## src/rtl/pin_lock_pkg.sv

```systemverilog
// pin_lock_pkg: shared definitions for the PIN lock controller.
//   state_t        : controller states (IDLE, ENTRY, GRANT, PROG, ALARM)
//   DEF_DIGITS     : default PIN length in digits
//   DEF_DIGIT_W    : default bits per digit
//   DEF_PIN        : default stored PIN after reset
package pin_lock_pkg;

  typedef enum logic [2:0] {
    IDLE  = 3'd0,
    ENTRY = 3'd1,
    GRANT = 3'd2,
    PROG  = 3'd3,
    ALARM = 3'd4
  } state_t;

  localparam int          DEF_DIGITS  = 4;
  localparam int          DEF_DIGIT_W = 4;
  localparam logic [15:0] DEF_PIN     = 16'h1234;

endpackage

```

## src/rtl/pin_lock_timer.sv

```systemverilog
// pin_lock_timer: loadable down-counter with a zero flag.
//   clk        : clock
//   reset_n    : asynchronous active-low reset (count -> 0)
//   load       : load load_value (has priority over dec)
//   load_value : value to load
//   dec        : decrement by one; holds at zero
//   zero       : count is zero
module pin_lock_timer #(
  parameter int W = 4
) (
  input  logic         clk,
  input  logic         reset_n,
  input  logic         load,
  input  logic [W-1:0] load_value,
  input  logic         dec,
  output logic         zero
);

  logic [W-1:0] count_reg;

  always_ff @(posedge clk or negedge reset_n) begin
    if (!reset_n) begin
      count_reg <= '0;
    end else if (load) begin
      count_reg <= load_value;
    end else if (dec && (count_reg != '0)) begin
      count_reg <= count_reg - 1'b1;
    end
  end

  assign zero = (count_reg == '0);

endmodule

```

## src/rtl/pin_lock_ctrl.sv

```systemverilog
// pin_lock_ctrl: clocked PIN lock controller with timed access pulse,
// consecutive-failure counter, alarm and PIN reprogramming.
//   clk         : clock, rising edge
//   reset_n     : asynchronous active-low reset
//   digit       : keypad digit
//   digit_valid : strobe capturing digit
//   enter       : strobe submitting the attempt
//   prog        : reprogram request, honoured only while access is granted
//   access      : unlock pulse, ACCESS_CYCLES cycles long
//   alarm       : alarm active
//   prog_mode   : collecting a new PIN
//   fail_count  : consecutive failed attempts
// Build option: define PIN_LOCK_CTRL_LOCKOUT_TIMER_EN to make ALARM time out
// after LOCKOUT_CYCLES cycles; otherwise ALARM is left only through reset_n.
module pin_lock_ctrl
  import pin_lock_pkg::*;
#(
  parameter int                          DIGITS         = DEF_DIGITS,
  parameter int                          DIGIT_W        = DEF_DIGIT_W,
  parameter logic [DIGITS*DIGIT_W-1:0]   DEFAULT_PIN    = (DIGITS*DIGIT_W)'(DEF_PIN),
  parameter int                          MAX_TRIES      = 3,
  parameter int                          ACCESS_CYCLES  = 8,
  parameter int                          LOCKOUT_CYCLES = 64
) (
  input  logic                           clk,
  input  logic                           reset_n,
  input  logic [DIGIT_W-1:0]             digit,
  input  logic                           digit_valid,
  input  logic                           enter,
  input  logic                           prog,
  output logic                           access,
  output logic                           alarm,
  output logic                           prog_mode,
  output logic [$clog2(MAX_TRIES+1)-1:0] fail_count
);

  localparam int PIN_W = DIGITS * DIGIT_W;
  localparam int CW    = $clog2(DIGITS + 2);
  localparam int FW    = $clog2(MAX_TRIES + 1);
`ifdef PIN_LOCK_CTRL_LOCKOUT_TIMER_EN
  localparam int TMR_MAX = (ACCESS_CYCLES > LOCKOUT_CYCLES) ? ACCESS_CYCLES : LOCKOUT_CYCLES;
`else
  localparam int TMR_MAX = ACCESS_CYCLES;
`endif
  localparam int TW = $clog2(TMR_MAX + 1);

  localparam logic [CW-1:0] CNT_FULL = CW'(DIGITS);
  localparam logic [CW-1:0] CNT_SAT  = CW'(DIGITS + 1);
  localparam logic [FW-1:0] FAIL_MAX = FW'(MAX_TRIES);
  // Timers are loaded with N-1 so the state lasts exactly N cycles.
  localparam logic [TW-1:0] ACC_LOAD = TW'(ACCESS_CYCLES - 1);
`ifdef PIN_LOCK_CTRL_LOCKOUT_TIMER_EN
  localparam logic [TW-1:0] LCK_LOAD = TW'(LOCKOUT_CYCLES - 1);
`endif

  if (ACCESS_CYCLES < 1 || LOCKOUT_CYCLES < 1 || MAX_TRIES < 1) begin : g_param_check
    $error("pin_lock_ctrl: cycle counts and MAX_TRIES must be at least 1");
  end

  state_t            state_reg, state_next;
  logic [PIN_W-1:0]  entry_reg, entry_next, entry_upd;
  logic [PIN_W-1:0]  pin_reg, pin_next;
  logic [CW-1:0]     cnt_reg, cnt_next, cnt_upd;
  logic [FW-1:0]     fail_reg, fail_next, fail_inc;
  logic              access_reg, alarm_reg, prog_mode_reg;
  logic              tmr_load, tmr_dec, tmr_zero;
  logic [TW-1:0]     tmr_value;

  // Same-cycle digit_valid and enter: the comparison sees the digit already
  // shifted in, so compare against these "updated" values.
  always_comb begin
    entry_upd = entry_reg;
    cnt_upd   = cnt_reg;
    if (digit_valid) begin
      entry_upd = (entry_reg << DIGIT_W) | PIN_W'(digit);
      cnt_upd   = (cnt_reg == CNT_SAT) ? cnt_reg : cnt_reg + 1'b1;
    end
  end

  assign fail_inc = fail_reg + 1'b1;

  always_comb begin
    state_next = state_reg;
    entry_next = entry_reg;
    cnt_next   = cnt_reg;
    fail_next  = fail_reg;
    pin_next   = pin_reg;
    tmr_load   = 1'b0;
    tmr_value  = '0;
    tmr_dec    = 1'b0;
    case (state_reg)
      // IDLE keeps entry/count at zero, so it shares ENTRY's handling.
      IDLE, ENTRY: begin
        if (enter) begin
          entry_next = '0;
          cnt_next   = '0;
          if ((cnt_upd == CNT_FULL) && (entry_upd == pin_reg)) begin
            state_next = GRANT;
            fail_next  = '0;
            tmr_load   = 1'b1;
            tmr_value  = ACC_LOAD;
          end else if (fail_inc == FAIL_MAX) begin
            state_next = ALARM;
            fail_next  = fail_inc;
`ifdef PIN_LOCK_CTRL_LOCKOUT_TIMER_EN
            tmr_load   = 1'b1;
            tmr_value  = LCK_LOAD;
`endif
          end else begin
            state_next = IDLE;
            fail_next  = fail_inc;
          end
        end else if (digit_valid) begin
          entry_next = entry_upd;
          cnt_next   = cnt_upd;
          state_next = ENTRY;
        end
      end
      GRANT: begin
        if (prog) begin
          state_next = PROG;
          entry_next = '0;
          cnt_next   = '0;
        end else if (tmr_zero) begin
          state_next = IDLE;
        end else begin
          tmr_dec = 1'b1;
        end
      end
      PROG: begin
        if (enter) begin
          // A saturated count never equals DIGITS, so overflow is rejected here.
          if (cnt_upd == CNT_FULL) begin
            pin_next = entry_upd;
          end
          entry_next = '0;
          cnt_next   = '0;
          state_next = IDLE;
        end else if (digit_valid) begin
          entry_next = entry_upd;
          cnt_next   = cnt_upd;
        end
      end
      ALARM: begin
`ifdef PIN_LOCK_CTRL_LOCKOUT_TIMER_EN
        if (tmr_zero) begin
          state_next = IDLE;
          fail_next  = '0;
        end else begin
          tmr_dec = 1'b1;
        end
`endif
      end
      default: begin
        state_next = IDLE;
        entry_next = '0;
        cnt_next   = '0;
      end
    endcase
  end

  always_ff @(posedge clk or negedge reset_n) begin
    if (!reset_n) begin
      state_reg     <= IDLE;
      entry_reg     <= '0;
      cnt_reg       <= '0;
      fail_reg      <= '0;
      pin_reg       <= DEFAULT_PIN;
      access_reg    <= 1'b0;
      alarm_reg     <= 1'b0;
      prog_mode_reg <= 1'b0;
    end else begin
      state_reg     <= state_next;
      entry_reg     <= entry_next;
      cnt_reg       <= cnt_next;
      fail_reg      <= fail_next;
      pin_reg       <= pin_next;
      // Outputs are registered copies of the decoded next state, so they
      // change on the same edge as the state register.
      access_reg    <= (state_next == GRANT);
      alarm_reg     <= (state_next == ALARM);
      prog_mode_reg <= (state_next == PROG);
    end
  end

  // One timer serves both GRANT and ALARM; the states never overlap.
  pin_lock_timer #(
    .W (TW)
  ) u_timer (
    .clk        (clk),
    .reset_n    (reset_n),
    .load       (tmr_load),
    .load_value (tmr_value),
    .dec        (tmr_dec),
    .zero       (tmr_zero)
  );

  assign access     = access_reg;
  assign alarm      = alarm_reg;
  assign prog_mode  = prog_mode_reg;
  assign fail_count = fail_reg;

endmodule
```

## config.mk

```make
export PLATFORM = sky130hd
export DESIGN_NAME = pin_lock_ctrl
export DESIGN_NICKNAME = d
export VERILOG_FILES = /design/src/rtl/pin_lock_pkg.sv /design/src/rtl/pin_lock_timer.sv /design/src/rtl/pin_lock_ctrl.sv
export SDC_FILE = /design/constraint.sdc
export NUM_CORES = 1
export LEC_CHECK = 0
export ABC_AREA = 1
export CAP_MARGIN = 25
export CELL_PAD_IN_SITES_DETAIL_PLACEMENT = 0
export CELL_PAD_IN_SITES_GLOBAL_PLACEMENT = 2
export CORE_MARGIN = 2
export CORE_UTILIZATION = 30
export CTS_BUF_LIST = sky130_fd_sc_hd__clkbuf_8
export CTS_CLUSTER_SIZE = 14
export DETAILED_ROUTE_END_ITERATION = 10
export HOLD_SLACK_MARGIN = 0.02
export PLACE_DENSITY = 0.79
export SYNTH_ARGS = -nofsm -noshare
export SYNTH_HDL_FRONTEND = slang
export SYNTH_SLANG_ARGS = --single-unit
export TNS_END_PERCENT = 100
```

## constraint.sdc

```tcl
create_clock -name clk -period 3 [get_ports clk]
set_input_delay 0.6 -clock clk [delete_from_list [all_inputs] [get_ports clk]]
set_output_delay 0.6 -clock clk [all_outputs]
set_load 0.02 [all_outputs]
```

* Word level (Yosys, flattened, before mapping)
Index checks and enable logic that the tools add are counted.
** Cells by class
- Muxes and demuxes :: 31
- Bitwise gates (word level) :: 2
- Add/sub/neg operators :: 3
- Reductions and logical operators :: 11
- Eq/ne operators :: 13
** Operators by type and width (number)
- $mux 16 :: 4
- $pmux 16 s3 :: 1
- $mux 3 :: 15
- $eq 16x16->1 :: 1
- $or 16x4->16 :: 1
- $eq 3x2->1 const B :: 4
- $eq 3x3->1 const B :: 4
- $pmux 3 s4 :: 1
- $pmux 3 s3 :: 1
- $mux 4 :: 2
- $mux 1 :: 6
- $reduce_and 3->1 :: 2
- $logic_not 4->1 :: 1
- $reduce_bool 4->1 :: 1
- $sub 4x1->4 const B :: 1
- $add 3x1->3 const B :: 1
- $eq 3x1->1 const B :: 1
- $logic_not 3->1 :: 1
- $ne 3x1->1 const B :: 1
- $reduce_or 3->1 :: 1
- $add 2x1->2 const B :: 1
- $eq 2x2->1 const B :: 1
- $logic_and 1x1->1 :: 2
- $mux 2 :: 1
- 5 further kinds :: 5
** Storage, ports and cells
- Logic and storage cells :: 69
- Register bits :: 47
- Input port bits :: 9

* Depth between registers and ports, before layout
Gate-level depths: netlist of the first run.
- Depth after elaboration :: 9
- Gate-level depth with buffers :: 14
- Mapped depth without buffers :: 12

* By module
Synthesis of the first run repeated with hierarchy kept, for this count alone.
** Second synthesis, totals
- Cell total of the unflattened synthesis :: 406
- Area, all modules :: 2821.5 µm²
** Modules (own cells, without submodules)
- pin_lock_ctrl :: cells each 360, sequential area each 1082.3 µm², area each 2526.2 µm², times used 1
- pin_lock_timer :: cells each 46, sequential area each 100.1 µm², area each 295.3 µm², times used 1

* Worst setup path before layout of the first run
OpenSTA, ideal clock, no wires.
- Path kind :: in2reg
- Start point :: input digit_valid
- End point :: register alarm_reg (netlist: alarm)
- Stages :: 14
- Library setup time :: 119 ps
- Slack :: 1255 ps
- Required time :: 2881 ps
- Path buffers :: 2
- Arrival time :: 1626 ps
- Path through :: buf_6 -> inv_6 -> buf_8 -> nand2_2 -> nand2_2 -> nand2_1 -> nand2_1 -> nand2_1 -> nor2_1 -> nand2_1 -> nor2_2 -> nand2_1 -> nand3_1 -> nand2_1
** On the way
- Longest elaborated chain between the ends :: 7
** Ends and longest elaborated chain
- start, declared :: RTL line pin_lock_ctrl.sv:28 : input logic digit_valid,
- $mux 16 / $mux 3 (equally long branches) :: RTL line pin_lock_ctrl.sv:74 : if (digit_valid) begin
- $eq 16x16->1 / $eq 3x3->1 (equally long branches) :: RTL line pin_lock_ctrl.sv:97 : if ((cnt_upd == CNT_FULL) && (entry_upd == pin_reg)) begin
- $logic_and 1x1->1 :: RTL line pin_lock_ctrl.sv:97
- $mux 3 :: RTL line pin_lock_ctrl.sv:97
- $mux 3 * :: RTL line pin_lock_ctrl.sv:94 : if (enter) begin
- $pmux 3 s4 * :: RTL line pin_lock_ctrl.sv:91 : case (state_reg)
- $eq 3x3->1 * :: RTL line pin_lock_ctrl.sv:181 : alarm_reg <= (state_next == ALARM);
- end signal, assigned :: RTL line pin_lock_ctrl.sv:181
- end, declared :: RTL line pin_lock_ctrl.sv:65 : logic access_reg, alarm_reg, prog_mode_reg;
Mark *: on every way between the ends. The rest lies on a longest branch, timed or not.
A chain may end at the register's enable or synchronous reset.

* Worst setup path after layout of the first run
- Start point :: input digit_valid
- End point :: register pin_reg[11]
** On the way
- Longest elaborated chain between the ends :: 3
** Ends and longest elaborated chain
- $mux 3 :: RTL line pin_lock_ctrl.sv:74
- $eq 3x3->1 :: RTL line pin_lock_ctrl.sv:133 : if (cnt_upd == CNT_FULL) begin
- $reduce_and 3->1 (no source line)
- end signal, assigned :: RTL line pin_lock_ctrl.sv:177 : pin_reg <= pin_next;
- end, declared :: RTL line pin_lock_ctrl.sv:62 : logic [PIN_W-1:0] pin_reg, pin_next;
Several ways; a longest one is shown, not always the timed one.

==> flow_summary.yaml, run 1 <==
outcome:
  outcome: "finished clean"
die:
  die_h_um: 101.6
  fp.dieW_um: 101.6
  start_util_pct: 30.93
  core_um2: 9240
  num_rows: 35
  io_pins: 14
  die_area_um2: 10320
power:
  peakVddDrop_mv: 0.1477
  power_w: 0.001139
  p_per_area_nw_per_um2: 355.9
  p_leak_nw: 1.674
global_route:
  grt_pass1_vias: 2469
  grt_antenna_before_repair: 0
  grt_max_degree: 39
  grt_pass1_wl_um: 12130
  grtUsageTotal_pct: 15.12
  grt_remaining_overflow: 0
clock_network:
  cts_resized: 0
  cts_setup_buffers: 0
  htree_levels: 2
  path_clk_slew_ns: 0.10
  cts_tree: "yes"
  holdBufCountCts: 0
  cts-root-buf: "clkbuf_8"
  cts_buffer_depth: 2
  cts_num_sinks: 47
  clk_latency_ns: 0.31
  numCtsBuffers: 5
setup_path:
  ff2ff_setup_slack_ns: 1.03
  critPathArrivalTime_ns: 2.45
  start_kind: "input pin"
  slowest_stage: "clkdlybuf4s50_1"
  cp_max_fo: 32
  r2r_cells: 12
  critical_path_class: "in -> reg"
  cp.required_ns: 3.19
  crit_path_end_kind: "flip-flop"
  critical_path.cell_chain: "clkdlybuf4s50_1 > buf_12 > nand2_1 > xor2_1 > nor2_1 > nand2_1 > inv_2 > nand3_2 > buf_4 > nor2_1 > a21oi_1"
  slowest_delay_ns: 0.51
placement:
  dp_hpwl_um: 4803
  place.gp.congestion: 0.8182
  portBuffers: 13
finish:
  drive_above_1_share_pct: 8.920
  nNetsFinal: 438
  final_common_cell: "nand2_1"
  diodes: 0
  nFillCells: 993
  layout_common_cells: "nand2_1, inv_1, nand3_1"
  areaGrowthSynthToFinish_pct: 12.00
routing:
  ant_nets: 0
  num_vias: 2521
  avgRoutedWirePerCell_um: 12.50
  first_pass_iters: 4
  via_per_inst: 4.542
  drc: 0
  drt_iter0_drc: 95
  finalWirelength_um: 6940
sta:
  fmax_mhz: 442.0
  finalSetupViolations: 0
  fin_crit_ns: 2.263
  hold_violations: 0
  skew_ns: 0.01220
  relSlewSlack_pct: 71.20
  worst_pin_slew_ns: 0.4319
  rsz0062_at_grt: "no"
  post-route-period-util_pct: 75.42
  setup_tns_ns: 0
  final-max-slew-violation-count: 0
min_path:
  hp-class: "in -> async"
synth:
  ys_warn_count: 0
  syn_area_per_cell_um2: 6.903
  yosys.cell_types.count: 27
  yosysSeqAreaShare_pct: 41.37
  synthesis.area_um2: 2858
  synth_cells: 414
  syn-num-nets: 427
  ys_ff_latch: 47
flow_run:
  maxCapViolations: 0
[report_power, final]
group,internal (W),total (W),switching (W)
registers,0.000633,0.000633,0
clock network,0.000186,0.000420,0.000234
logic,0.0000255,0.0000857,0.0000601
total,0.000845,0.00114,0.000294
[synth_stat cells]
cell      instances  share of area, %
nand3_1          47               8.2
buf_4             1              0.26
nand3b_1          2              0.53
inv_2             1              0.13
dfrtp_1          42                37
nand3_2           2              0.70
nor2_2            1              0.22
nand2_2          12               2.6
buf_2             6               1.1
xor2_1            2              0.61
buf_6             3               1.2
clkbuf_1          2              0.26
buf_1             1              0.13
inv_1            53               7.0
mux2_2            1              0.39
buf_8             1              0.53
nor2_1           31               4.1
a21oi_1          10               1.8
ha_1              4               1.8
nand2_1         142                19
nor3_1            2              0.35
o21ai_1           9               1.6
o21ai_0          21               3.7
dfstp_2           5               4.6
nand4_1          11               2.4
o211ai_1          1              0.26
inv_6             1              0.31
[logic make-up after synthesis]
logic type	count (synthesis)	synth area share (%)
AND/OR/NAND/NOR	250	37.78
buffers and inverters	69	10.81
multiplexers	1	0.3940
adder cells (fa/ha/maj)	4	1.751
XOR/XNOR	2	0.6131
AO/OA/AOI/OAI	41	7.268
flip-flops	47	41.37
[critical path: cells and delay by family]
family	cells	cell delay [ns]
and+or+nand+nor	5	0.57
buffers and inverters	4	1.05
AOI/OAI and AO/OA	1	0.05
xor gates and xnor gates	1	0.17
[stage by stage]
stage               cells  utilization [%]  instance area [um2]  hold slack [ns]  worst slack, ns
finish                555            34.64                 3201           0.2207           0.7374
global route          555            34.64                 3201           0.2394           0.5133
CTS                   555            34.64                 3201           0.2344           0.7182
detailed placement    547            33.61                 3105           0.4798           0.3890
global placement      547            33.61                 3105           0.4759           0.4054
floorplan             414                -                 2858           0.3044            1.255
[cell type report]
cell class                      count  area [um2]  area share [%]
Multi-Input combinational cell    298        1375           42.96
Inverter                           55       211.5           6.607
Clock inverter                      2       12.51          0.3909
Tap cell                          129       161.4           5.043
Timing Repair Buffer               18       175.2           5.473
Sequential cell                    47        1182           36.94
Clock buffer                        6       82.58           2.580
[final timing paths]
check,startpoint,endpoint
min in group clk,pin_reg[5],pin_reg[5]
hold / removal,reset_n,entry_reg[13]
max in group asynchronous,reset_n,pin_reg[2]
hold reg to reg,pin_reg[5],pin_reg[5]
setup reg to reg,cnt_reg[1],pin_reg[9]
setup / recovery,digit_valid,pin_reg[11]
[layer usage]
metal | vias to the layer above | wire [um] | GRT usage (%)
met1 | 1146 | 3506 | 20.35
met3 | 2 | 229 | 3.313
met5 | - | 0 | 0
met2 | 42 | 3167 | 24.49
met4 | 0 | 36 | 4.158
li1 | 1331 | - | -
Note: power is estimated with default switching activity, not from simulation.
==> run 2, diff against run 1 <==
- clock period: 3 -> 2.2 ns (I/O delays scaled with it)
==> run 2 against run 1 <==
Global-route usage hardly changed; sequential share of layout area decreased by 3.3 points; hold slack worse by 0.073 ns; non-clock buffer count grew 32; clock power increased by 41%; register-to-register slack lost 0.66 ns; via count is 5.1% higher; clock skew down 0.0047 ns; sequential cell count unchanged; utilization increased by 3.3 points; cell area grew 9.7%.
==> flow_summary.yaml, run 2 (synthesized netlist as in run 1, its figures left out) <==
finish:
  diodes: 0
  final_common_cell: "nand2_1"
  nNetsFinal: 470
  nFillCells: 988
  areaGrowthSynthToFinish_pct: 22.81
  drive_above_1_share_pct: 15.50
  layout_common_cells: "nand2_1, inv_1, nand3_1"
  final_cells: 587
  utilization_pct: 37.98
placement:
  place.gp.congestion: 0.7611
  portBuffers: 13
  dp_cells: 578
  dp_hpwl_um: 5056
sta:
  post-route-period-util_pct: 83.30
  fmax_mhz: 545.7
  hold_violations: 0
  skew_ns: 0.007482
  relSlewSlack_pct: 58.23
  worst_pin_slew_ns: 0.6266
  finalSetupViolations: 0
  rsz0062_at_grt: "no"
  setup_tns_ns: 0
  final-max-slew-violation-count: 0
  fin_crit_ns: 1.833
die:
  fp.dieW_um: 101.6
  start_util_pct: 30.93
  die_h_um: 101.6
  die_area_um2: 10320
  core_um2: 9240
  num_rows: 35
  io_pins: 14
routing:
  drt_iter0_drc: 118
  finalWirelength_um: 7254
  first_pass_iters: 4
  drc: 0
  avgRoutedWirePerCell_um: 12.36
  via_per_inst: 4.514
  ant_nets: 0
  num_vias: 2650
clock_network:
  cts_buffer_depth: 2
  cts_tree: "yes"
  cts-root-buf: "clkbuf_8"
  cts_num_sinks: 47
  path_clk_slew_ns: 0.09
  clk_latency_ns: 0.30
  numCtsBuffers: 5
  htree_levels: 2
global_route:
  grt_pass1_vias: 2515
  grtUsageTotal_pct: 15.07
  grt_pass1_wl_um: 12210
  grt_max_degree: 39
  grt_remaining_overflow: 0
  grt_antenna_before_repair: 0
setup_path:
  critPathArrivalTime_ns: 2.01
  cp_max_fo: 32
  start_kind: "flip-flop"
  cp.required_ns: 2.38
  critical_path_class: "reg -> reg"
  crit_path_end_kind: "flip-flop"
  r2r_cells: 12
power:
  p_per_area_nw_per_um2: 458.5
  p_leak_nw: 1.853
  peakVddDrop_mv: 0.3305
min_path:
  hp-class: "in -> async"
flow_run:
  maxCapViolations: 0
outcome:
  outcome: "finished clean"
## run 2: path summary, 6_finish.rpt
kind,start,endpoint,slack [ns]
worst max register to register,cnt_reg[0],pin_reg[14],0.37
min in group clk,pin_reg[9],pin_reg[9],0.49
worst min-delay path,reset_n,entry_reg[13],0.15
worst min register to register,pin_reg[9],pin_reg[9],0.49
max in group asynchronous,reset_n,pin_reg[9],1.42
worst max-delay path,cnt_reg[0],pin_reg[14],0.37
## run 2: critical path, stage by stage (launching register included)
cell	delay (ns)
dfrtp_1	0.42
ha_1	0.22
nand2_1	0.06
nand2_1	0.09
nand2_1	0.08
o21ai_1	0.07
nor2_1	0.13
nand2_1	0.12
inv_2	0.11
nand3_2	0.08
buf_12	0.19
nor2_1	0.10
a21oi_1	0.05
## run 2: per-stage QoR
stage                     instance area, um2  setup WS (ns)  hold slack [ns]  total power, W
after detailed placement                3376        -0.1937           0.4805        0.001028
after global placement                  3376        -0.2057           0.4751        0.001028
after global routing                    3510         0.1665           0.1815        0.001702
final                                   3510         0.3674           0.1472        0.001609
after CTS                               3480         0.1260           0.1608        0.001641
after floorplan                         2858         0.5989           0.1444       0.0009515
## run 2: per-layer routing
layer	vias to the layer above	share of wire, %	track usage, %
met5	-	0	0
met3	4	1.9	2.346
met4	0	0.69	2.495
met1	1223	51	20.90
li1	1396	-	-
met2	27	47	25.20
## run 2: area by class of cell
cell class,instances,area (um2),area share (%)
timing repair buffer,50,473.0,13.48
multi-input combinational,298,1375,39.18
clock inverter,1,7.507,0.2139
inverter,55,214.0,6.096
tap,129,161.4,4.599
clock buffer,7,96.34,2.745
sequential,47,1182,33.69
## run 2: what timing repair did
item	in CTS	in global routing
setup buffers	0	0
setup endpoints to repair	0	8
hold buffers	0	0
resized for setup	0	2
## run 2: power by group
part	total [W]	switching (W)	internal [W]
registers	0.000864	0	0.000864
logic	0.000151	0.0000908	0.0000606
clock network	0.000594	0.000307	0.000287
==> run 3, diff against run 2 <==
- PLACE_DENSITY: 0.79 -> 0.82
- clock period: 2.2 -> 1.6 ns (I/O delays scaled with it)
==> run 3 against run 2 <==
The run now ends with setup timing left; non-clock buffer count rose by 19; clock power rose by 23%; routed wire length rose by 7.9%; sequential power rose by 38%; combinational power rose by 59%; critical path depth fell by 1; hold slack improved by 0.34 ns; total power rose by 34%.
==> flow_summary.yaml, run 3 (synthesized netlist as in run 1, its figures left out) <==
sta:
  fmax_mhz: 557.7
  finalSetupViolations: 25
  setup_ws_ns: -0.1931
  fin_crit_ns: 1.793
  relSlewSlack_pct: 71.70
  post-route-period-util_pct: 112.1
  skew_ns: 0.01080
  rsz0062_at_grt: "yes"
  hold_violations: 0
  hold_slack_ns: 0.4880
  final-max-slew-violation-count: 0
  worst_pin_slew_ns: 0.4213
placement:
  place_worst_setup_slack_ns: -0.6743
  placed_area_um2: 3473
  portBuffers: 13
  dp_hpwl_um: 4985
  dp_cells: 591
  place.gp.congestion: 0.7824
finish:
  drive_above_1_share_pct: 27.04
  final_cells: 606
  final_area_um2: 3875
  diodes: 0
  areaGrowthSynthToFinish_pct: 35.60
  final_common_cell: "nand2_1"
  layout_common_cells: "nand2_1, inv_1, buf_4"
  nNetsFinal: 489
clock_network:
  htree_levels: 2
  clk_latency_ns: 0.31
  numCtsBuffers: 5
  cts-root-buf: "clkbuf_8"
  cts_buffer_depth: 2
  cts_tree: "yes"
  cts_num_sinks: 47
  path_clk_slew_ns: 0.09
global_route:
  grt_pass1_wl_um: 12890
  grt_remaining_overflow: 0
  grt_pass1_vias: 2740
  grtUsageTotal_pct: 15.84
  grt_antenna_before_repair: 0
  grt_max_degree: 48
die:
  fp.dieW_um: 101.6
  num_rows: 35
  core_um2: 9240
  die_area_um2: 10320
  io_pins: 14
  die_h_um: 101.6
  start_util_pct: 30.93
setup_path:
  critical_path_class: "reg -> reg"
  crit_path_end_kind: "flip-flop"
  cp.required_ns: 1.80
  start_kind: "flip-flop"
  cp_max_fo: 8
  critPathArrivalTime_ns: 1.99
power:
  p_per_area_nw_per_um2: 557.3
  p_leak_nw: 1.983
  power_w: 0.002159
  peakVddDrop_mv: 0.3204
outcome:
  violations: "setup timing"
  outcome: "finished, violations left"
routing:
  via_per_inst: 4.624
  drt_iter0_drc: 107
  drc: 0
  num_vias: 2802
  finalWirelength_um: 7825
  first_pass_iters: 4
  avgRoutedWirePerCell_um: 12.91
  ant_nets: 0
min_path:
  hp-class: "reg -> reg"
flow_run:
  maxCapViolations: 0
[run 3: worst paths after layout]
| kind | cells after the start | slack, ns | startpoint | end |
|---|---|---|---|---|
| worst min register to register | 2 | 0.49 | pin_reg[5] | pin_reg[5] |
| max in group asynchronous | 3 | 0.79 | reset_n | pin_reg[2] |
| worst min-delay path | 2 | 0.49 | pin_reg[5] | pin_reg[5] |
| worst max register to register | 11 | -0.19 | cnt_reg[0] | pin_reg[0] |
| worst max-delay path | 11 | -0.19 | cnt_reg[0] | pin_reg[0] |
| min in group asynchronous | 3 | 0.53 | reset_n | pin_reg[15] |
[run 3: layout make-up]
cell class,count,area (um2)
multi-input cells,298,1569
flip-flops and latches,47,1182
fillers,991,5365
repair buffers,69,658.1
inverters,55,219.0
clock buffers,5,68.82
well taps,129,161.4
clock inverters,3,16.27
[run 3: power by group]
group | internal [W] | switching, W | total, W
Sequential | 0.00119 | 0 | 0.00119
Clock | 0.000300 | 0.000432 | 0.000732
Combinational | 0.000102 | 0.000137 | 0.000240
[run 3: critical path, cell delays in order (launching register included)]
cell     delay (ns)
dfrtp_1        0.43
ha_4           0.19
nand2_4        0.06
nand2_4        0.06
xor2_2         0.14
nor2_1         0.15
nand2_2        0.10
inv_2          0.09
nand3_4        0.12
buf_12         0.20
nor2_1         0.09
a21oi_1        0.04
[run 3: per-layer routing]
| metal | track usage [%] | part of all wire [%] | vias up |
|---|---|---|---|
| met1 | 20.77 | 48 | 1353 |
| met4 | 4.678 | 0.95 | 0 |
| met2 | 27.02 | 50 | 16 |
| met3 | 2.346 | 1.6 | 5 |
| met5 | 0 | 0 | - |
| li1 | - | - | 1428 |
[run 3: metrics by stage]
stage	util (%)	TNS, ns
floorplan	-	0
global placement	37.59	-19.43
detailed placement	37.59	-20.54
CTS	39.62	-1.800
global route	41.94	-5.139
finish	41.94	-3.276
[run 3: timing repair]
action / CTS / global route
pin swaps: 3 / 5
endpoints found under the setup margin: 39 / 45
gates cloned: 1 / 3
endpoints found under the hold margin: 42 / 0
buffers inserted: 0 / 3
hold buffers: 1 / 0
resized for setup: 26 / 37
